--- src/rtl/out_port_mux8.sv ---
// rtl/out_port_mux8.sv - output-port grant consumer: captures the granted flit into a
// single-entry output register, pops the winning input, and drives a valid/ready link.
module out_port_mux8 #(
  parameter int DW = 64,
  parameter int CW = 16
) (
  input  logic            clk,
  input  logic            reset,
  input  logic [7:0]      req_in,
  input  logic [8*DW-1:0] data_in,
  output logic [7:0]      arb_req,
  output logic            arb_en,
  input  logic [7:0]      gnt,
  output logic [7:0]      pop,
  output logic            so_valid,
  output logic [DW-1:0]   so_data,
  input  logic            so_ready,
  output logic [CW-1:0]   fwd_cnt,
  output logic            gnt_err
);

  logic          full_q, full_d;
  logic [DW-1:0] data_q, data_d;
  logic [CW-1:0] cnt_q, cnt_d;
  logic          err_q, err_d;

  logic          drain;
  logic          gnt_any;
  logic          gnt_onehot;
  logic          gnt_unreq;
  logic          load;
  logic          gnt_bad;
  logic [DW-1:0] mux_data;

  assign arb_req = req_in;
  // Depends only on registered state and so_ready, never on gnt: no loop through the arbiter.
  assign arb_en  = ~full_q | so_ready;
  assign drain   = full_q & so_ready;

  assign gnt_any    = |gnt;
  assign gnt_onehot = gnt_any & ((gnt & (gnt - 8'd1)) == 8'd0);
  assign gnt_unreq  = |(gnt & ~req_in);
  assign load       = arb_en & gnt_onehot & ~gnt_unreq;
  assign gnt_bad    = gnt_any & (~arb_en | ~gnt_onehot | gnt_unreq);

  assign pop = (load & ~reset) ? gnt : 8'd0;

  always_comb begin
    mux_data = '0;
    for (int i = 0; i < 8; i++) begin
      mux_data = mux_data | (data_in[i*DW +: DW] & {DW{gnt[i]}});
    end
  end

  always_comb begin
    full_d = full_q;
    data_d = data_q;
    cnt_d  = cnt_q;
    err_d  = err_q | gnt_bad;
    if (load) begin
      full_d = 1'b1;
      data_d = mux_data;
    end else if (drain) begin
      full_d = 1'b0;
    end
    if (drain && (cnt_q != {CW{1'b1}})) begin
      cnt_d = cnt_q + 1'b1;
    end
  end

  always_ff @(posedge clk) begin
    if (reset) begin
      full_q <= 1'b0;
      data_q <= '0;
      cnt_q  <= '0;
      err_q  <= 1'b0;
    end else begin
      full_q <= full_d;
      data_q <= data_d;
      cnt_q  <= cnt_d;
      err_q  <= err_d;
    end
  end

  assign so_valid = full_q;
  assign so_data  = data_q;
  assign fwd_cnt  = cnt_q;
  assign gnt_err  = err_q;

endmodule

--- config.mk ---
export PLATFORM = sky130hd
export DESIGN_NAME = out_port_mux8
export DESIGN_NICKNAME = d
export VERILOG_FILES = /design/src/rtl/out_port_mux8.sv
export SDC_FILE = /design/constraint.sdc
export NUM_CORES = 1
export LEC_CHECK = 0
export BUFFER_PORTS_ARGS = -buffer_cell sky130_fd_sc_hd__buf_4
export CAP_MARGIN = 15
export CORE_AREA = 2 2 243 245
export CTS_CLUSTER_DIAMETER = 120
export CTS_CLUSTER_SIZE = 10
export DETAILED_ROUTE_END_ITERATION = 10
export DIE_AREA = 0 0 245 247
export GPL_ROUTABILITY_DRIVEN = 0
export PLACE_DENSITY = 0.38
export SLEW_MARGIN = 20
export SYNTH_ARGS = -nofsm -noshare
export SYNTH_HDL_FRONTEND = slang
export SYNTH_SLANG_ARGS = --single-unit
--- constraint.sdc ---
create_clock -name clk -period 5.3 [get_ports clk]
set_clock_uncertainty 0.1 [all_clocks]
set_input_delay 1.06 -clock clk [delete_from_list [all_inputs] [get_ports clk]]
set_output_delay 1.06 -clock clk [all_outputs]
set_load 0.01 [all_outputs]
# Word-level counts from Yosys, hierarchy flattened
# Cells that the tools add are included.
totals:
  ramBits: 0
  inputBits: 531
  reg_bits: 82
  romBits: 0
  latch_bits: 0
  memories: 0
op_classes:
  n_shift: 0
  n_bitwise: 33
  add_sub_neg: 2
  muxes: 3
  div: 0
  order_cmp: 0
  reduce_logical: 5
  n_mul: 0
  n_eq_ne: 1
op_table:
  columns: ["op", "count"]
  rows:
  - ["$and 64x64->64", 8]
  - ["$or 64x64->64", 7]
  - ["$add 16x1->16 const B", 1]
  - ["$and 8x8->8", 2]
  - ["$ne 16x16->1 const B", 1]
  - ["$reduce_or 8->1", 2]
  - ["$logic_not 8->1", 1]
  - ["$mux 8", 1]
  - ["$not 8->8", 1]
  - ["$sub 8x1->8 const B", 1]
  - ["$and 1x1->1", 6]
  - ["$not 1->1", 5]
  - ["$or 1x1->1", 4]
  - ["$mux 1", 2]
  - ["$reduce_bool 2->1", 1]
  - ["$logic_and 1x1->1", 1]

# Logic depth before layout (Yosys ltp)
# Gate-level depths: netlist of the first run.
depth:
  depth_word: 9
  depth_mapped: 8
  depth_no_buf: 6

# Worst setup path after synthesis of the first run
# OpenSTA, ideal clock, no wires.
synth_path:
  path_type: "input to output"
  start: "input port gnt[1]"
  end: "output port pop[0]"
  n_path_buf: 2
  path_stages: 7
  t_arrival_ps: 2800
  setup_slack_ps: 1340
  cell_sequence: "buf_2 or3_4 or4_4 o31ai_2 buf_8 nand2_2 nor3b_1"
synth_between:
  elab_chain_cells: 8
synth_rtl:
  columns: ["element", "line", "source"]
  rows:
  - ["from (decl)", "13", "input logic [7:0] gnt,"]
  - ["$sub 8x1->8", "41", "assign gnt_onehot = gnt_any & ((gnt & (gnt - 8'd1)) == 8'd0);"]
  - ["$and 8x8->8", "41", null]
  - ["$logic_not 8->1", "41", null]
  - ["$and 1x1->1", "41", null]
  - ["$and 1x1->1", "43", "assign load = arb_en & gnt_onehot & ~gnt_unreq;"]
  - ["$and 1x1->1 *", "43", null]
  - ["$and 1x1->1 *", "46", "assign pop = (load & ~reset) ? gnt : 8'd0;"]
  - ["$mux 8 *", "46", null]
  - ["to (decl)", "14", "output logic [7:0] pop,"]
# Mark *: on every way between the ends. The rest lies on a longest branch, timed or not.

# Worst setup path after layout of the first run
layout_path:
  start: "input port gnt[2]"
  end: "output port pop[2]"
layout_between:
  elab_chain_cells: 8
layout_rtl:
  columns: ["element", "line"]
  rows:
  - ["$sub 8x1->8", "41"]
  - ["$and 8x8->8", "41"]
  - ["$logic_not 8->1", "41"]
  - ["$and 1x1->1", "41"]
  - ["$and 1x1->1 (2 in a row)", "43"]
  - ["$and 1x1->1", "46"]
  - ["$mux 8 *", "46"]
# Marked as above.

==> results of run 1 <==
-- worst reg2reg max path, delay by kind of cell (launching register included) --
| family | cells | cell delay (ns) |
|---|---|---|
| buffers and inverters | 2 | 1.06 |
| AOI/OAI and AO/OA | 2 | 0.48 |
| and+or+nand+nor | 3 | 0.61 |
| DFF | 1 | 0.37 |
-- cell usage after synthesis, drive strengths merged (2+ instances only) --
library cell	instances	area (um2)
a2111oi	2	17.5
a21oi	66	518
a22oi	256	1920
and3	2	12.5
and4	3	26.3
buf	45	355
clkbuf	65	244
dfxtp	82	1640
inv	4	15.0
mux2i	2	20.0
nand2	8	32.5
nand2b	4	25.0
nand3	7	35.0
nand4	68	425
nor2	16	60.1
nor3	139	1200
nor3b	9	67.6
o2111ai	2	17.5
o211ai	3	22.5
o21ai	3	15.0
or3	4	30.0
or4	2	18.8
xnor2	4	35.0
xor2	7	61.3
-- state kept, by name, indices dropped and copies added (netlist names) --
name / cells
so_data: 64
fwd_cnt: 16
gnt_err: 1
so_valid: 1
-- power breakdown --
group	switching, mW	internal, mW	total (mW)
clock	0.327	0.423	0.750
sequential	0.00257	0.619	0.622
combinational	0.313	0.353	0.666
-- layer usage --
layer | track usage | routed length, um | vias up
met3 | 0.0276 | 3120 | 49
met2 | 0.276 | 24800 | 489
met4 | 0.0515 | 1100 | 2
met1 | 0.162 | 18000 | 4652
met5 | 0 | 13 | -
li1 | - | - | 4393
-- worst min path at each step --
stage / slack (ns) / end
3_5_place_dp: 0.41 / so_data[13]
2_1_floorplan: 0.42 / fwd_cnt[14]
6_report: 0.42 / so_data[19]
3_3_place_gp: 0.41 / so_data[38]
4_1_cts: 0.42 / so_data[12]
5_1_grt: 0.44 / so_data[12]
-- cell usage in the layout (no fill, tap or decap), types with 16 or more instances in the layout --
cell type,n
nor3_2,100
buf_4,646
dfxtp_1,82
a21oi_1,16
a21oi_2,50
nor2_1,16
a22oi_1,256
nand4_1,68
nor3_1,39
-- cell families (layout without fill, tap and decap cells) --
family	Yosys count	after routing	share of synthesized area
compound gates	340	340	0.372
buf+inv	114	668	0.0885
flops	82	82	0.237
xor+xnor	11	11	0.0139
mux	2	2	0.00288
fa+ha+maj	1	1	0.00180
simple gates	268	268	0.284
-- per-stage QoR --
stage               hold slack (ns)  instances  utilization  power (mW)  setup slack [ns]
finish                        0.419       2145        0.215        2.04              1.10
global route                  0.439       2145        0.215        2.14             0.992
CTS                           0.423       2145        0.215        2.09              1.09
detailed placement            0.412       2129        0.210        1.31              1.09
global placement              0.410       2129        0.210        1.31              1.09
floorplan                     0.420        818            -       0.889              1.34
-- cell type report --
type                    instances  area (um2)  share of cell area
repair buffers                648        4890               0.390
multi-input cells             622        4700               0.375
flip-flops and latches         82        1640               0.131
well taps                     773         967              0.0771
clock buffers                   9         225              0.0180
clock inverters                 7         106             0.00848
inverters                       4        15.0             0.00120
==> results.toml, run 1 <==
[outcome]
status = "complete, no violations"

[layout]
fill_cells = 6447
diodes = 0
design_area_um2 = 12500
drive_above_1_share = 0.598
final_net_count = 1899
syn_to_final_growth_pct = 80.7

[critical_path]
cp_slowest_stage_delay_ns = 0.51
r2r_cells = 7
r2r-start = "so_valid"
critPathRequiredTime_ns = 4.14
slowest_stage = "or4_4"
critPathLaunchType = "primary input"
crit_fanout = 49
crit_chain = "buf_4 -> or3_4 -> or4_4 -> o31ai_4 -> nand2_2 -> nor3b_1 -> buf_4"
cp_data_arrival_time_ns = 3.04
cp_top_family = "simple AND/OR/NAND/NOR gates"
crit_type = "primary input to output pin"
critPathLaunch = "gnt[2]"
cp_common_cell = "buf_4"
crit_path_end_kind = "output pin"
worst-path-stages = 7
rr_endpoint = "so_data[14]"
endpoint = "pop[2]"
regToRegSetupSlack_ns = 2.58
critPathBufInv = 2

[global_route]
grt.total_usage = 0.146
grt_max_degree = 65
grt_antenna_before_repair = 1
grt_pass1_wl_mm = 65.3
grt-ovfl-total = 0
grt_pass1_vias = 9941

[sta]
slew_headroom = 0.413
max_clock_freq_ghz = 0.238
tns_ns = 0
rsz0062_at_grt = "false"
slew_viol_final = 0
worst_pin_slew_ns = 0.881
setup_viol = 0
fin_crit_sh = 0.792
fin_crit_ns = 4.20
hold_viol = 0

[cts]
ctsHoldBuffers = 0
path_clk_slew_ns = 0.06
htree_levels = 3
cts.sinks = 82
post_cts_buffers = 0
root_buffer = "clkbuf_16"
cts_buffers = 9
cts.repair.resized = 0
clock_latency_ns = 0.39
cts_tree = "done"
clockBufferDepth = 2

[detailed_routing]
via_per_inst = 4.47
routed_wl_mm = 47.0
drtIter0Drc = 474
firstDrtPassIters = 5
drc = 0
vias = 9585
post_drt_wl_per_cell_um = 21.9
drtAntennaViolNets = 0

[synth]
ys_warn_count = 0
dominantRegCellSynth = "dfxtp_1"
syn-cell-area_um2 = 6940
yosysSeqAreaShare = 0.237
ys_types = 49
synthArstFlopShare = 0
synthesis.nets = 1350
synth_edf_count = 0
post_synth.cell_area_avg_um2 = 8.48
ys_ff_latch = 82
synth_cells = 818

[power_and_ir_drop]
p_leak_nw = 5.07
vdd_ir_drop_max_mv = 0.166
cellPowerDensity_nw_per_um2 = 162

[floorplanning]
num_io_pins = 630
start_util = 0.119
die_height_um = 247
die_x_um = 245
placementRows = 89
dieArea_um2 = 60500
core_area_um2 = 58200

[flow_run]
cap_violations = 0

[worst_hold_path]
hold_path.class = "flop to flop"
holdPathStages = 2
worstHoldStart = "so_data[19]"

[placement]
place_area_um2 = 12200
hpwl_mm = 35.7
io_buffer_count = 629
No activity file was read; power rests on OpenSTA's default activity.
==> run 2, diff against run 1 <==
--- a/config.mk
+++ b/config.mk
@@ -13,7 +13,7 @@
 export DETAILED_ROUTE_END_ITERATION = 10
 export DIE_AREA = 0 0 245 247
 export GPL_ROUTABILITY_DRIVEN = 0
-export PLACE_DENSITY = 0.38
+export PLACE_DENSITY = 0.39
 export SLEW_MARGIN = 20
 export SYNTH_ARGS = -nofsm -noshare
 export SYNTH_HDL_FRONTEND = slang
==> constraint.sdc (replaced) <==
create_clock -name clk -period 3.4 [get_ports clk]
set_clock_uncertainty 0.1 [all_clocks]
set_input_delay 0.68 -clock clk [delete_from_list [all_inputs] [get_ports clk]]
set_output_delay 0.68 -clock clk [all_outputs]
set_load 0.01 [all_outputs]
==> run 2 against run 1 <==
Against the previous run:
- routed wire length is 0.85% higher
- critical path depth did not move
- hold slack gained 0.0036 ns
- sequential power is 56% higher
- core utilization is 0.20 points higher
- global-route usage barely moved
- non-clock buffer count is 11 higher
- critical endpoint is now pop[1]
- largest cell class unchanged
==> results.toml, run 2 (synthesis results as in run 1) <==
[outcome]
status = "complete, no violations"

[sta]
timing.final.ws_setup_ns = 0.137
holdWs_ns = 0.422
rsz0062_at_grt = "false"
worst_pin_slew_ns = 0.823
fin_crit_ns = 3.26
fin_crit_sh = 0.960
tns_ns = 0
hold_viol = 0
max_clock_freq_ghz = 0.306
setup_viol = 0
slew_viol_final = 0
slew_headroom = 0.446

[floorplanning]
die_height_um = 247
core_area_um2 = 58200
dieArea_um2 = 60500
die_x_um = 245
start_util = 0.119
num_io_pins = 630
placementRows = 89

[cts]
cts_buffers = 9
path_clk_slew_ns = 0.07
htree_levels = 3
root_buffer = "clkbuf_16"
clock_latency_ns = 0.37
post_cts_buffers = 0
cts.sinks = 82
clockBufferDepth = 2
cts_tree = "done"

[global_route]
grt_max_degree = 47
grt_antenna_before_repair = 0
grt_pass1_vias = 9868
grt-ovfl-total = 0
grt.total_usage = 0.147
grt_pass1_wl_mm = 65.4

[detailed_routing]
post_drt_wl_per_cell_um = 22.0
drtIter0Drc = 601
firstDrtPassIters = 5
drc = 0
vias = 9589
drtAntennaViolNets = 0
via_per_inst = 4.45
routed_wl_mm = 47.4

[layout]
largest_reg_flops = 64
multi_input_area_um2 = 4700
final_net_count = 1910
drive_above_1_share = 0.602
regArea_um2 = 1640
syn_to_final_growth_pct = 82.4
final_cell_mix = "buf_4 (655), a22oi_1 (256), nor3_2 (100)"
fill_cells = 6453
diodes = 0
fin_util = 0.217
layout_commonest_cell = "buf_4"

[worst_hold_path]
min_to = "so_data[63]"
holdPathStages = 2
worstHoldStart = "so_data[63]"
hold_path.class = "flop to flop"

[critical_path]
regToRegSetupSlack_ns = 1.22
critPathLaunchType = "primary input"
cp_common_cell = "buf_4"
crit_type = "primary input to output pin"
r2r-start = "fwd_cnt[1]"
crit_path_end_kind = "output pin"
rr_endpoint = "fwd_cnt[1]"
r2r_cells = 6
slowest_stage = "or4_4"
cp_data_arrival_time_ns = 2.48
critPathRequiredTime_ns = 2.62
crit_chain = "buf_4 -> or3_4 -> or4_4 -> o31ai_4 -> nand2_2 -> nor3b_2 -> buf_4"
cp_slowest_stage_delay_ns = 0.51
crit_fanout = 9

[flow_run]
cap_violations = 0

[placement]
place_ws_ns = 0.0314
io_buffer_count = 629
hpwl_mm = 36.7

[power_and_ir_drop]
cellPowerDensity_nw_per_um2 = 254
p_leak_nw = 5.13
vdd_ir_drop_max_mv = 0.235
==> run 2: layout make-up <==
cell class,instances,area share
clock buffer,10,0.0189
tap,773,0.0764
sequential,82,0.130
inverter,4,0.00119
clock inverter,6,0.00761
multi-input combinational,622,0.371
timing repair buffer,659,0.395
==> run 2: through the flow <==
| stage | cells | power (mW) | cell area, um2 |
|---|---|---|---|
| final | 2156 | 3.21 | 12700 |
| after global routing | 2156 | 3.38 | 12700 |
| after global placement | 2140 | 2.05 | 12300 |
| after detailed placement | 2140 | 2.05 | 12300 |
| after floorplan | 818 | 1.39 | 6940 |
| after CTS | 2156 | 3.28 | 12700 |
==> run 2: metal layers <==
metal,vias to the layer above,part of all wire,GRT usage
met5,-,0,0
met4,0,0.022,0.0491
met3,53,0.070,0.0284
met2,504,0.51,0.263
met1,4623,0.39,0.174
li1,4409,-,-
==> run 2: worst max path at each step <==
stage,startpoint,end,cells past startpoint
final,gnt[0],pop[1],7
after CTS,gnt[0],pop[1],7
after global routing,gnt[0],pop[5],7
after floorplan,gnt[1],pop[0],7
after detailed placement,gnt[0],pop[1],7
after global placement,gnt[0],pop[1],7
==> run 2: repair_timing <==
item,4_1_cts,5_1_grt
setup endpoints to repair,0,1
resized for setup,0,1
hold buffers,0,0
==> run 2: worst max-delay path, delay by kind of cell <==
kind / cells / cell delay (ns)
AO/OA/AOI/OAI: 1 / 0.10
buffers and inverters: 2 / 0.29
AND/OR/NAND/NOR: 4 / 1.41
==> run 2: power breakdown <==
group	total, mW	leakage (nW)	internal (mW)	switching, mW
Sequential	0.969	0.661	0.965	0.00393
Clock	1.18	0.161	0.674	0.510
Combinational	1.06	4.31	0.562	0.497
